[config.mk]
export PLATFORM = sky130hd
export DESIGN_NAME = normalize_round
export DESIGN_NICKNAME = d
export VERILOG_FILES = /design/src/rtl/normalize_round_pkg.sv /design/src/rtl/normalize_round_lzc27.sv /design/src/rtl/normalize_round.sv
export SDC_FILE = /design/constraint.sdc
export NUM_CORES = 1
export LEC_CHECK = 0
export ABC_AREA = 1
export CAP_MARGIN = 40
export CORE_AREA = 4 4 101 103
export CTS_BUF_LIST = sky130_fd_sc_hd__clkbuf_4 sky130_fd_sc_hd__clkbuf_8
export CTS_CLUSTER_DIAMETER = 150
export DETAILED_ROUTE_END_ITERATION = 6
export DIE_AREA = 0 0 105 107
export PLACE_DENSITY = 0.95
export SLEW_MARGIN = 20
export SYNTH_ARGS = -nofsm -noshare
export SYNTH_HDL_FRONTEND = slang
export SYNTH_SLANG_ARGS = --single-unit
[constraint.sdc]
create_clock -name clk -period 7.35 [get_ports clk]
set_input_delay 1.1025 -clock clk [delete_from_list [all_inputs] [get_ports clk]]
set_output_delay 1.1025 -clock clk [all_outputs]
set_load 0.03 [all_outputs]
[src/rtl/normalize_round_pkg.sv]
// Shared constants and the stage-1 payload type for the binary32 normalize/round back end.
package normalize_round_pkg;

  localparam int EXP_W   = 8;
  localparam int MAN_W   = 23;
  localparam int SUM_W   = MAN_W + 5;
  localparam int SIG_W   = MAN_W + 4;
  localparam int BIAS    = 127;
  localparam int EXP_MAX = 255;

  localparam int GUARD  = 2;
  localparam int ROUND  = 1;
  localparam int STICKY = 0;

  // sig is {hidden, fraction, G, R, S}; exp carries one spare bit for carry/overflow
  typedef struct packed {
    logic             sign;
    logic [EXP_W:0]   exp;
    logic [SIG_W-1:0] sig;
    logic             zero;
    logic             uf;
  } s1_payload_t;

endpackage

[src/rtl/normalize_round_lzc27.sv]
// Combinational leading-zero counter over a 27-bit significand.
module lzc27 (
  input  logic [26:0] din,
  output logic [4:0]  count,
  output logic        all_zero
);

  // Scan upward so the highest set bit writes the count last
  always_comb begin
    count    = 5'd27;
    all_zero = (din == 27'd0);
    for (int i = 0; i < 27; i++) begin
      count = din[i] ? 5'(26 - i) : count;
    end
  end

endmodule

[src/rtl/normalize_round.sv]
// Two-stage normalize and round-to-nearest-even back end of the single-precision adder.
module normalize_round
  import normalize_round_pkg::*;
(
  input  logic             clk,
  input  logic             rst,
  input  logic             in_valid,
  output logic             in_ready,
  input  logic             in_sign,
  input  logic [EXP_W-1:0] in_exp,
  input  logic [SUM_W-1:0] in_sum,
  output logic             out_valid,
  input  logic             out_ready,
  output logic [31:0]      out_result,
  output logic             out_overflow,
  output logic             out_underflow,
  output logic             out_inexact
);

  s1_payload_t s1_r;
  s1_payload_t s1_next_s;
  logic        s1_valid_r;
  logic        s2_adv_s;
  logic [4:0]  lz_s;
  logic        all_zero_s;

  logic        lsb_s;
  logic        g_s;
  logic        rs_s;
  logic        round_up_s;
  logic [24:0] mant_inc_s;
  logic [8:0]  exp_rnd_s;
  logic [31:0] res_s;
  logic        ov_s;
  logic        uf_s;
  logic        ix_s;

  assign s2_adv_s = !out_valid || out_ready;
  assign in_ready = !s1_valid_r || s2_adv_s;

  lzc27 u_lzc (
    .din      (in_sum[SIG_W-1:0]),
    .count    (lz_s),
    .all_zero (all_zero_s)
  );

  // Stage-1 normalization: carry right-shift, cancellation left-shift, zero and flush detection
  always_comb begin
    s1_next_s.sign = in_sign;
    s1_next_s.exp  = {1'b0, in_exp};
    s1_next_s.sig  = in_sum[SIG_W-1:0];
    s1_next_s.zero = 1'b0;
    s1_next_s.uf   = 1'b0;
    if (in_sum[SUM_W-1]) begin
      s1_next_s.sig = {in_sum[SUM_W-1:2], |in_sum[1:0]};
      s1_next_s.exp = {1'b0, in_exp} + 9'd1;
    end else if (all_zero_s) begin
      s1_next_s.sign = 1'b0;
      s1_next_s.exp  = 9'd0;
      s1_next_s.sig  = 27'd0;
      s1_next_s.zero = 1'b1;
    end else if ({4'd0, lz_s} >= {1'b0, in_exp}) begin
      s1_next_s.exp = 9'd0;
      s1_next_s.sig = 27'd0;
      s1_next_s.uf  = 1'b1;
    end else begin
      s1_next_s.sig = in_sum[SIG_W-1:0] << lz_s;
      s1_next_s.exp = {1'b0, in_exp} - {4'd0, lz_s};
    end
  end

  // Stage-2 round-to-nearest-even, mantissa carry renormalization and overflow packing
  always_comb begin
    lsb_s      = s1_r.sig[GUARD+1];
    g_s        = s1_r.sig[GUARD];
    rs_s       = s1_r.sig[ROUND] | s1_r.sig[STICKY];
    round_up_s = g_s & (rs_s | lsb_s);
    mant_inc_s = {1'b0, s1_r.sig[SIG_W-1:GUARD+1]} + {24'd0, round_up_s};
    exp_rnd_s  = s1_r.exp + {8'd0, mant_inc_s[24]};
    res_s      = 32'd0;
    ov_s       = 1'b0;
    uf_s       = 1'b0;
    ix_s       = 1'b0;
    if (s1_r.zero) begin
      res_s = 32'd0;
    end else if (s1_r.uf) begin
      res_s = {s1_r.sign, 31'd0};
      uf_s  = 1'b1;
      ix_s  = 1'b1;
    end else if (exp_rnd_s >= 9'(EXP_MAX)) begin
      res_s = {s1_r.sign, 8'hFF, 23'd0};
      ov_s  = 1'b1;
      ix_s  = 1'b1;
    end else begin
      res_s = {s1_r.sign, exp_rnd_s[7:0],
               mant_inc_s[24] ? mant_inc_s[23:1] : mant_inc_s[22:0]};
      ix_s  = g_s | rs_s;
    end
  end

  // Stage-1 register: loads on accept, empties when its beat moves on
  always_ff @(posedge clk) begin
    if (rst) begin
      s1_valid_r <= 1'b0;
      s1_r       <= '0;
    end else if (in_valid && in_ready) begin
      s1_valid_r <= 1'b1;
      s1_r       <= s1_next_s;
    end else if (s2_adv_s) begin
      s1_valid_r <= 1'b0;
    end
  end

  // Output register: holds result and flags while downstream stalls
  always_ff @(posedge clk) begin
    if (rst) begin
      out_valid     <= 1'b0;
      out_result    <= 32'd0;
      out_overflow  <= 1'b0;
      out_underflow <= 1'b0;
      out_inexact   <= 1'b0;
    end else if (s2_adv_s) begin
      out_valid <= s1_valid_r;
      if (s1_valid_r) begin
        out_result    <= res_s;
        out_overflow  <= ov_s;
        out_underflow <= uf_s;
        out_inexact   <= ix_s;
      end
    end
  end

endmodule

==> out/results.tsv, run 1 <==
metric	value	unit
Req. time, crit path	7.64	ns
Filler Cell Count	795	
final setup fails	0	
fin area	6680	um2
CTS resizes	0	
count leader, synth	nand2_1	
largest net degree at the start of global routing	45	
Net count, final	1045	
power density over cell area	167	nW/um2
max-cap violations	0	
Top FF cell, synth	dfxtp_1	
Gate Count Post-Synth	939	
CTS Hold Bufs	0	
VDD IR max	0.000132	V
Placement Cell Area	6460	um2
Synth Register Bits	76	
Post-synth ARST share	0	%
CORE AREA	9200	um2
Synth area leader	dfxtp_1	
crit path time final	6.12	ns
clk_lat worst skew	0.37	ns
Cell Area, Synth	5650	um2
Max-slew headroom	47.3	%
placement row count	35	
Global Route Usage Sum	33.3	%
Layout area overhead	18.4	%
CTS tree	built	
Sink Count	76	
Sequential Area	1520	um2
ANT nets after route	0	
vias in the first global route	6375	
Synth cell types	42	
DR vias/cell	6.31	
Starting Density	61.4	%
Setup TNS	0	ns
CP startpoint kind	register	
DIE HEIGHT	107	um
fin crit share	83.2	%
DRC violation total after the first TritonRoute iteration	820	
GRT Residual Overflow	0	
CTS Root Cell	clkbuf_8	
most frequent cells after synthesis	236 x nand2_1, 163 x nand3_1, 101 x a21oi_1, 82 x inv_1, 76 x dfxtp_1	
Setup Fix Bufs, Post-CTS	0	
diode count	0	
FF-to-FF End	out_result[9]$_SDFFE_PP0P_	
PnR worst setup slack	1.23	ns
Port-buffer cells	77	
R2R Setup Slk	1.23	ns
sequential share of the synthesized area	27.0	%
Synth top area share	27.0	%
FF-to-FF Start	lsb_s$_SDFFE_PP0P_	
DRC viols	0	
Tightest Hold Check Type	reg -> reg	
Setup crit end kind	register	
final hold vios	0	
Slew Viols, Final	0	
number of H-tree levels	3	
Leak	2.95	nW
DR vias	7003	
syn avg cell area	6.01	um2
Die X	105	um
Longest Clk Path Bufs	2	
Least-Margin Pin Slew	0.790	ns
io pins	78	
hold-critical path depth	2	
worst slack, placed	1.70	ns
RePlAce Congestion	0.994	
number of enable flip-flop cells after synthesis	0	
Setup Skew	0.0139	ns
Worst Hold Launch	out_result[30]$_SDFFE_PP0P_	
hold slack	0.466	ns
routed wire length per instance	17.0	um
first-pass GRT wire length	30700	um
final core occ	72.7	%
top post-synthesis cells by area	dfxtp_1 27%, nand2_1 16%, nand3_1 14%	
clock-pin slew on the worst setup and hold paths	0.09	ns
Worst Path Max Fanout	9	
initial antenna violation count	0	
CP arrival	6.41	ns
post-DP HPWL	13600	um
Worst Hold End	out_result[30]$_SDFFE_PP0P_	
CP Class	reg -> reg	
Die Area	11200	um2
Synth Net Count	990	
share of cells above drive strength 1	4.90	%
area of the multi-input gates	3590	um2
setup repair after global routing missed its margin	false	
TritonCTS Buffers	9	
status	finished clean	
FMAX	163	MHz
worst r2r path cells	26	
Synth Warn #	0	
drt pass-1 iters	6	
Detailed Route WL	18800	um
==> cell usage in the layout, fill, tap and decap left out, types with 3 or more instances in the layout <==
| master | instances |
|---|---|
| nor3_1 | 10 |
| xor2_1 | 16 |
| nand3_1 | 163 |
| xnor2_1 | 4 |
| inv_1 | 82 |
| buf_4 | 12 |
| nand4_1 | 21 |
| nand2_1 | 236 |
| clkbuf_8 | 9 |
| a31oi_1 | 15 |
| inv_2 | 4 |
| dfxtp_1 | 76 |
| ha_1 | 9 |
| clkdlybuf4s50_1 | 77 |
| or2_2 | 4 |
| nor4_1 | 3 |
| nor2_1 | 58 |
| o31ai_1 | 3 |
| a22oi_1 | 4 |
| a21oi_1 | 101 |
| o21ai_0 | 57 |
==> worst max-delay path, stage by stage (launching register included) <==
cell and delay [ns]:
dfxtp_1 0.37, nand2_1 0.12, inv_1 0.08, ha_1 0.20, nand3_1 0.16, nor3_1 0.30, nand2_1 0.17, inv_1 0.09
nand2_1 0.07, nor3_1 0.40, nand4_1 0.23, nor3_1 0.31, inv_1 0.14, nor3_2 0.40, ha_1 0.27, ha_1 0.18
nand3_1 0.13, inv_1 0.10, nand4_1 0.14, nor2_1 0.15, xor2_1 0.10, a41o_1 0.25, nor2_1 0.55, inv_1 0.20
nor2_1 0.58, o21ai_0 0.21, a21oi_1 0.16
==> power by group <==
part / switching, W / internal, W / total (W)
logic: 0.000190 / 0.000106 / 0.000297
clock network: 0.000168 / 0.000193 / 0.000361
registers: 0.0000228 / 0.000435 / 0.000458
==> sequential cells by signal, indices dropped and copies added, names as in the netlist <==
signal	count
out_result	32
g_s	1
out_underflow	1
out_inexact	1
out_valid	1
s1_valid_r	1
s1_r	37
lsb_s	1
out_overflow	1
==> stage by stage <==
| stage | std cells | total power (W) |
|---|---|---|
| 6_report | 1110 | 0.00112 |
| 2_1_floorplan | 939 | 0.000654 |
| 3_3_place_gp | 1092 | 0.000749 |
| 4_1_cts | 1110 | 0.00111 |
| 5_1_grt | 1110 | 0.00117 |
| 3_5_place_dp | 1094 | 0.000753 |
==> per-layer routing <==
| layer | part of all wire, % | wire length (um) | global-route usage (%) | vias to the layer above |
|---|---|---|---|---|
| li1 | - | - | - | 3291 |
| met1 | 39 | 7380 | 41.9 | 3175 |
| met2 | 47 | 8910 | 56.2 | 458 |
| met3 | 9.4 | 1770 | 6.26 | 79 |
| met4 | 4.0 | 760 | 13.5 | 0 |
| met5 | 0 | 0 | 0 | - |
==> area by class of cell <==
cell class                      instances  share of cell area [%]
Clock buffer                            9                    1.85
Clock inverter                          7                    1.48
Inverter                               88                    4.94
Multi-Input combinational cell        729                    53.8
Sequential cell                        76                    22.8
Tap cell                              111                    2.08
Timing Repair Buffer                   90                    13.1
==> how the worst max path moves through the flow <==
| stage | startpoint | to | slack [ns] | cells past startpoint |
|---|---|---|---|---|
| 6_report | lsb_s$_SDFFE_PP0P_ | out_result[9]$_SDFFE_PP0P_ | 1.23 | 26 |
| 5_1_grt | lsb_s$_SDFFE_PP0P_ | out_result[9]$_SDFFE_PP0P_ | 0.63 | 26 |
| 4_1_cts | lsb_s$_SDFFE_PP0P_ | out_result[9]$_SDFFE_PP0P_ | 1.44 | 26 |
| 3_5_place_dp | lsb_s$_SDFFE_PP0P_ | out_result[9]$_SDFFE_PP0P_ | 1.70 | 26 |
| 3_3_place_gp | in_sum[0] | s1_r[20]$_SDFFE_PP0P_ | 1.91 | 41 |
| 2_1_floorplan | in_sum[1] | s1_r[9]$_SDFFE_PP0P_ | 2.76 | 25 |
==> logic make-up (layout without fill, tap and decap cells) <==
group,Yosys count,in the layout,synth area share (%)
XOR/XNOR,20,20,3.10
adder cells (fa/ha/maj),10,10,2.35
AO/OA/AOI/OAI,196,196,19.0
flip-flops,76,76,27.0
AND/OR/NAND/NOR,503,503,39.2
buffers and inverters,134,194,9.38
Power figures use the tool's default switching activity.
==> run 2: changes to the inputs <==
--- a/config.mk
+++ b/config.mk
@@ -7,12 +7,12 @@
 export LEC_CHECK = 0
 export ABC_AREA = 1
 export CAP_MARGIN = 40
-export CORE_AREA = 4 4 101 103
+export CORE_AREA = 4 4 105 107
 export CTS_BUF_LIST = sky130_fd_sc_hd__clkbuf_4 sky130_fd_sc_hd__clkbuf_8
 export CTS_CLUSTER_DIAMETER = 150
 export DETAILED_ROUTE_END_ITERATION = 6
-export DIE_AREA = 0 0 105 107
-export PLACE_DENSITY = 0.95
+export DIE_AREA = 0 0 109 111
+export PLACE_DENSITY = 0.92
 export SLEW_MARGIN = 20
 export SYNTH_ARGS = -nofsm -noshare
 export SYNTH_HDL_FRONTEND = slang
==> constraint.sdc (replaced) <==
create_clock -name clk -period 6.1 [get_ports clk]
set_input_delay 0.915 -clock clk [delete_from_list [all_inputs] [get_ports clk]]
set_output_delay 0.915 -clock clk [all_outputs]
set_load 0.03 [all_outputs]
==> run 2 against run 1 <==
Worst hold slack better by 0.0021 ns. Design area about the same. Sequential power grew 21%. Routed wire length is 1.3% lower. Combinational power is 21% higher. Via count is 0.26% lower. Critical path type unchanged.
==> out/results.tsv, run 2 (synthesis gave the netlist of run 1 again) <==
metric	value	unit	change
Slowest-stage cell, CP	nor2_1		unchanged
Comb power frac	27.6	%	was 26.6%
final cell count without fillers	1135		was 1,110
Clock power frac	30.1	%	was 32.4%
final setup fails	0		unchanged
final core occ	66.0	%	was 72.7%
DRC viols	0		unchanged
register share of total power	42.4	%	was 41.1%
Filler Cell Count	881		was 795
ANT nets after route	0		unchanged
Starting Density	55.7	%	was 61.4%
TritonCTS Buffers	9		unchanged
VDD IR max	0.000119	V	was 0.000132 V
first-pass GRT wire length	29800	um	was 30,700 um
Biggest register	s1_r		unchanged
diode count	0		unchanged
Cell Int Power	0.000841	W	was 0.000735 W
CTS resizes	0		unchanged
Sink Count	76		unchanged
critical path's largest stage delay	0.56	ns	was 0.58 ns
setup repair after global routing missed its margin	false		unchanged
CP arrival	5.95	ns	was 6.41 ns
CTS Hold Bufs	0		unchanged
PnR worst setup slack	0.434	ns	was 1.23 ns
Longest Clk Path Bufs	2		unchanged
placement row count	37		was 35
io pins	78		unchanged
Die X	109	um	was 105 um
Setup Fix Bufs, Post-CTS	0		unchanged
RePlAce Congestion	1.06		was 0.994
status	finished clean		unchanged
Slew Viols, Final	0		unchanged
drt pass-1 iters	7		was 6
Port-buffer cells	77		unchanged
Die Area	12100	um2	was 11,200 um2
CTS Root Cell	clkbuf_8		unchanged
NetSw	0.000463	W	was 0.000381 W
clock-pin slew on the worst setup and hold paths	0.08	ns	was 0.09 ns
crit path time final	5.67	ns	was 6.12 ns
CTS tree	built		unchanged
Tightest Hold Check Type	reg -> reg		unchanged
most common cell after layout, fill and taps aside	nand2_1		unchanged
Layout area overhead	18.5	%	was 18.4%
DR vias	6985		was 7,003
worst slack, placed	0.616	ns	was 1.70 ns
share of cells above drive strength 1	4.90	%	unchanged
Setup TNS	0	ns	unchanged
Crit path max-delay family	simple AND/OR/NAND/NOR gates		unchanged
Global Route Usage Sum	30.2	%	was 33.3%
Max-slew headroom	42.9	%	was 47.3%
Setup Skew	0.0148	ns	was 0.0139 ns
Worst Path Max Fanout	9		unchanged
CORE AREA	10100	um2	was 9200 um2
Setup crit end kind	register		unchanged
most frequent cells in the layout	236 x nand2_1, 163 x nand3_1, 101 x a21oi_1		unchanged
DR vias/cell	6.15		was 6.31
CP dominant cell by count	inv_1		unchanged
max reg flops	37		unchanged
Req. time, crit path	6.38	ns	was 7.64 ns
Leak	2.94	nW	was 2.95 nW
Least-Margin Pin Slew	0.855	ns	was 0.790 ns
clk_lat worst skew	0.36	ns	was 0.37 ns
FMAX	177	MHz	was 163 MHz
Detailed Route WL	18600	um	was 18,800 um
initial antenna violation count	0		unchanged
number of H-tree levels	3		unchanged
GRT Residual Overflow	0		unchanged
routed wire length per instance	16.4	um	was 17.0 um
largest registers	s1_r (37), out_result (32)		unchanged
CP Class	reg -> reg		unchanged
DIE HEIGHT	111	um	was 107 um
fin crit share	92.9	%	was 83.2%
vias in the first global route	6359		was 6,375
Net count, final	1046		was 1,045
max-cap violations	0		unchanged
power density over cell area	195	nW/um2	was 167 nW/um2
post-DP HPWL	13600	um	about the same
largest net degree at the start of global routing	45		unchanged
DP Cell Count	1120		was 1,094
switch share	35.5	%	was 34.2%
DRC violation total after the first TritonRoute iteration	962		was 820
final hold vios	0		unchanged
CP startpoint kind	register		unchanged
crit path buf inv count	5		unchanged
## run 2: final timing paths
| kind | start | end | slack (ns) | cells past startpoint |
|---|---|---|---|---|
| max | lsb_s$_SDFFE_PP0P_ | out_result[0]$_SDFFE_PP0P_ | 0.43 | 26 |
| min | out_result[1]$_SDFFE_PP0P_ | out_result[1]$_SDFFE_PP0P_ | 0.47 | 2 |
| max reg2reg | lsb_s$_SDFFE_PP0P_ | out_result[0]$_SDFFE_PP0P_ | 0.43 | 26 |
| min reg2reg | out_result[1]$_SDFFE_PP0P_ | out_result[1]$_SDFFE_PP0P_ | 0.47 | 2 |
## run 2: stage by stage
step	cell area [um2]	hold WS (ns)	power, W
after floorplan	5650	0.439	0.000788
after global placement	6480	0.452	0.000903
after detailed placement	6500	0.454	0.000911
after CTS	6690	0.468	0.00129
after global routing	6690	0.486	0.00136
final	6690	0.468	0.00130
## run 2: cell type report
cell class / instances / area, um2 / share of cell area, %
Multi-Input combinational cell: 729 / 3590 / 53.7
Sequential cell: 76 / 1520 / 22.7
Timing Repair Buffer: 91 / 883 / 13.2
Inverter: 88 / 330 / 4.94
Tap cell: 136 / 170 / 2.54
Clock buffer: 9 / 124 / 1.85
Clock inverter: 6 / 65.1 / 0.973
## run 2: per-layer routing
metal	GRT usage, %	vias to the layer above	wire length, um
li1	-	3293	-
met1	39.0	3144	7250
met2	48.0	462	8510
met3	5.59	86	1960
met4	14.1	0	872
met5	0	-	0
## run 2: worst reg2reg max path, cell delays in order (launching register included)
cell,delay (ns)
dfxtp_1,0.35
nand2_1,0.09
inv_1,0.06
ha_1,0.17
nand3_1,0.12
nor3_1,0.29
nand2_1,0.16
inv_1,0.08
nand2_1,0.06
nor3_1,0.27
nand4_1,0.19
nor3_1,0.25
inv_1,0.11
nor3_2,0.41
ha_1,0.28
ha_1,0.19
nand3_1,0.12
inv_1,0.10
nand4_1,0.13
nor2_1,0.16
xor2_1,0.11
a41o_1,0.28
nor2_1,0.45
inv_1,0.15
nor2_1,0.56
o211ai_1,0.24
a31oi_1,0.19
## run 2: power groups by stage
stage / Sequential, W / Clock, W / Combinational [W]
after global routing: 0.000555 / 0.000410 / 0.000394
after floorplan: 0.000570 / 0 / 0.000219
after CTS: 0.000551 / 0.000390 / 0.000351
after detailed placement: 0.000562 / 0 / 0.000348
final: 0.000552 / 0.000392 / 0.000360
after global placement: 0.000561 / 0 / 0.000342
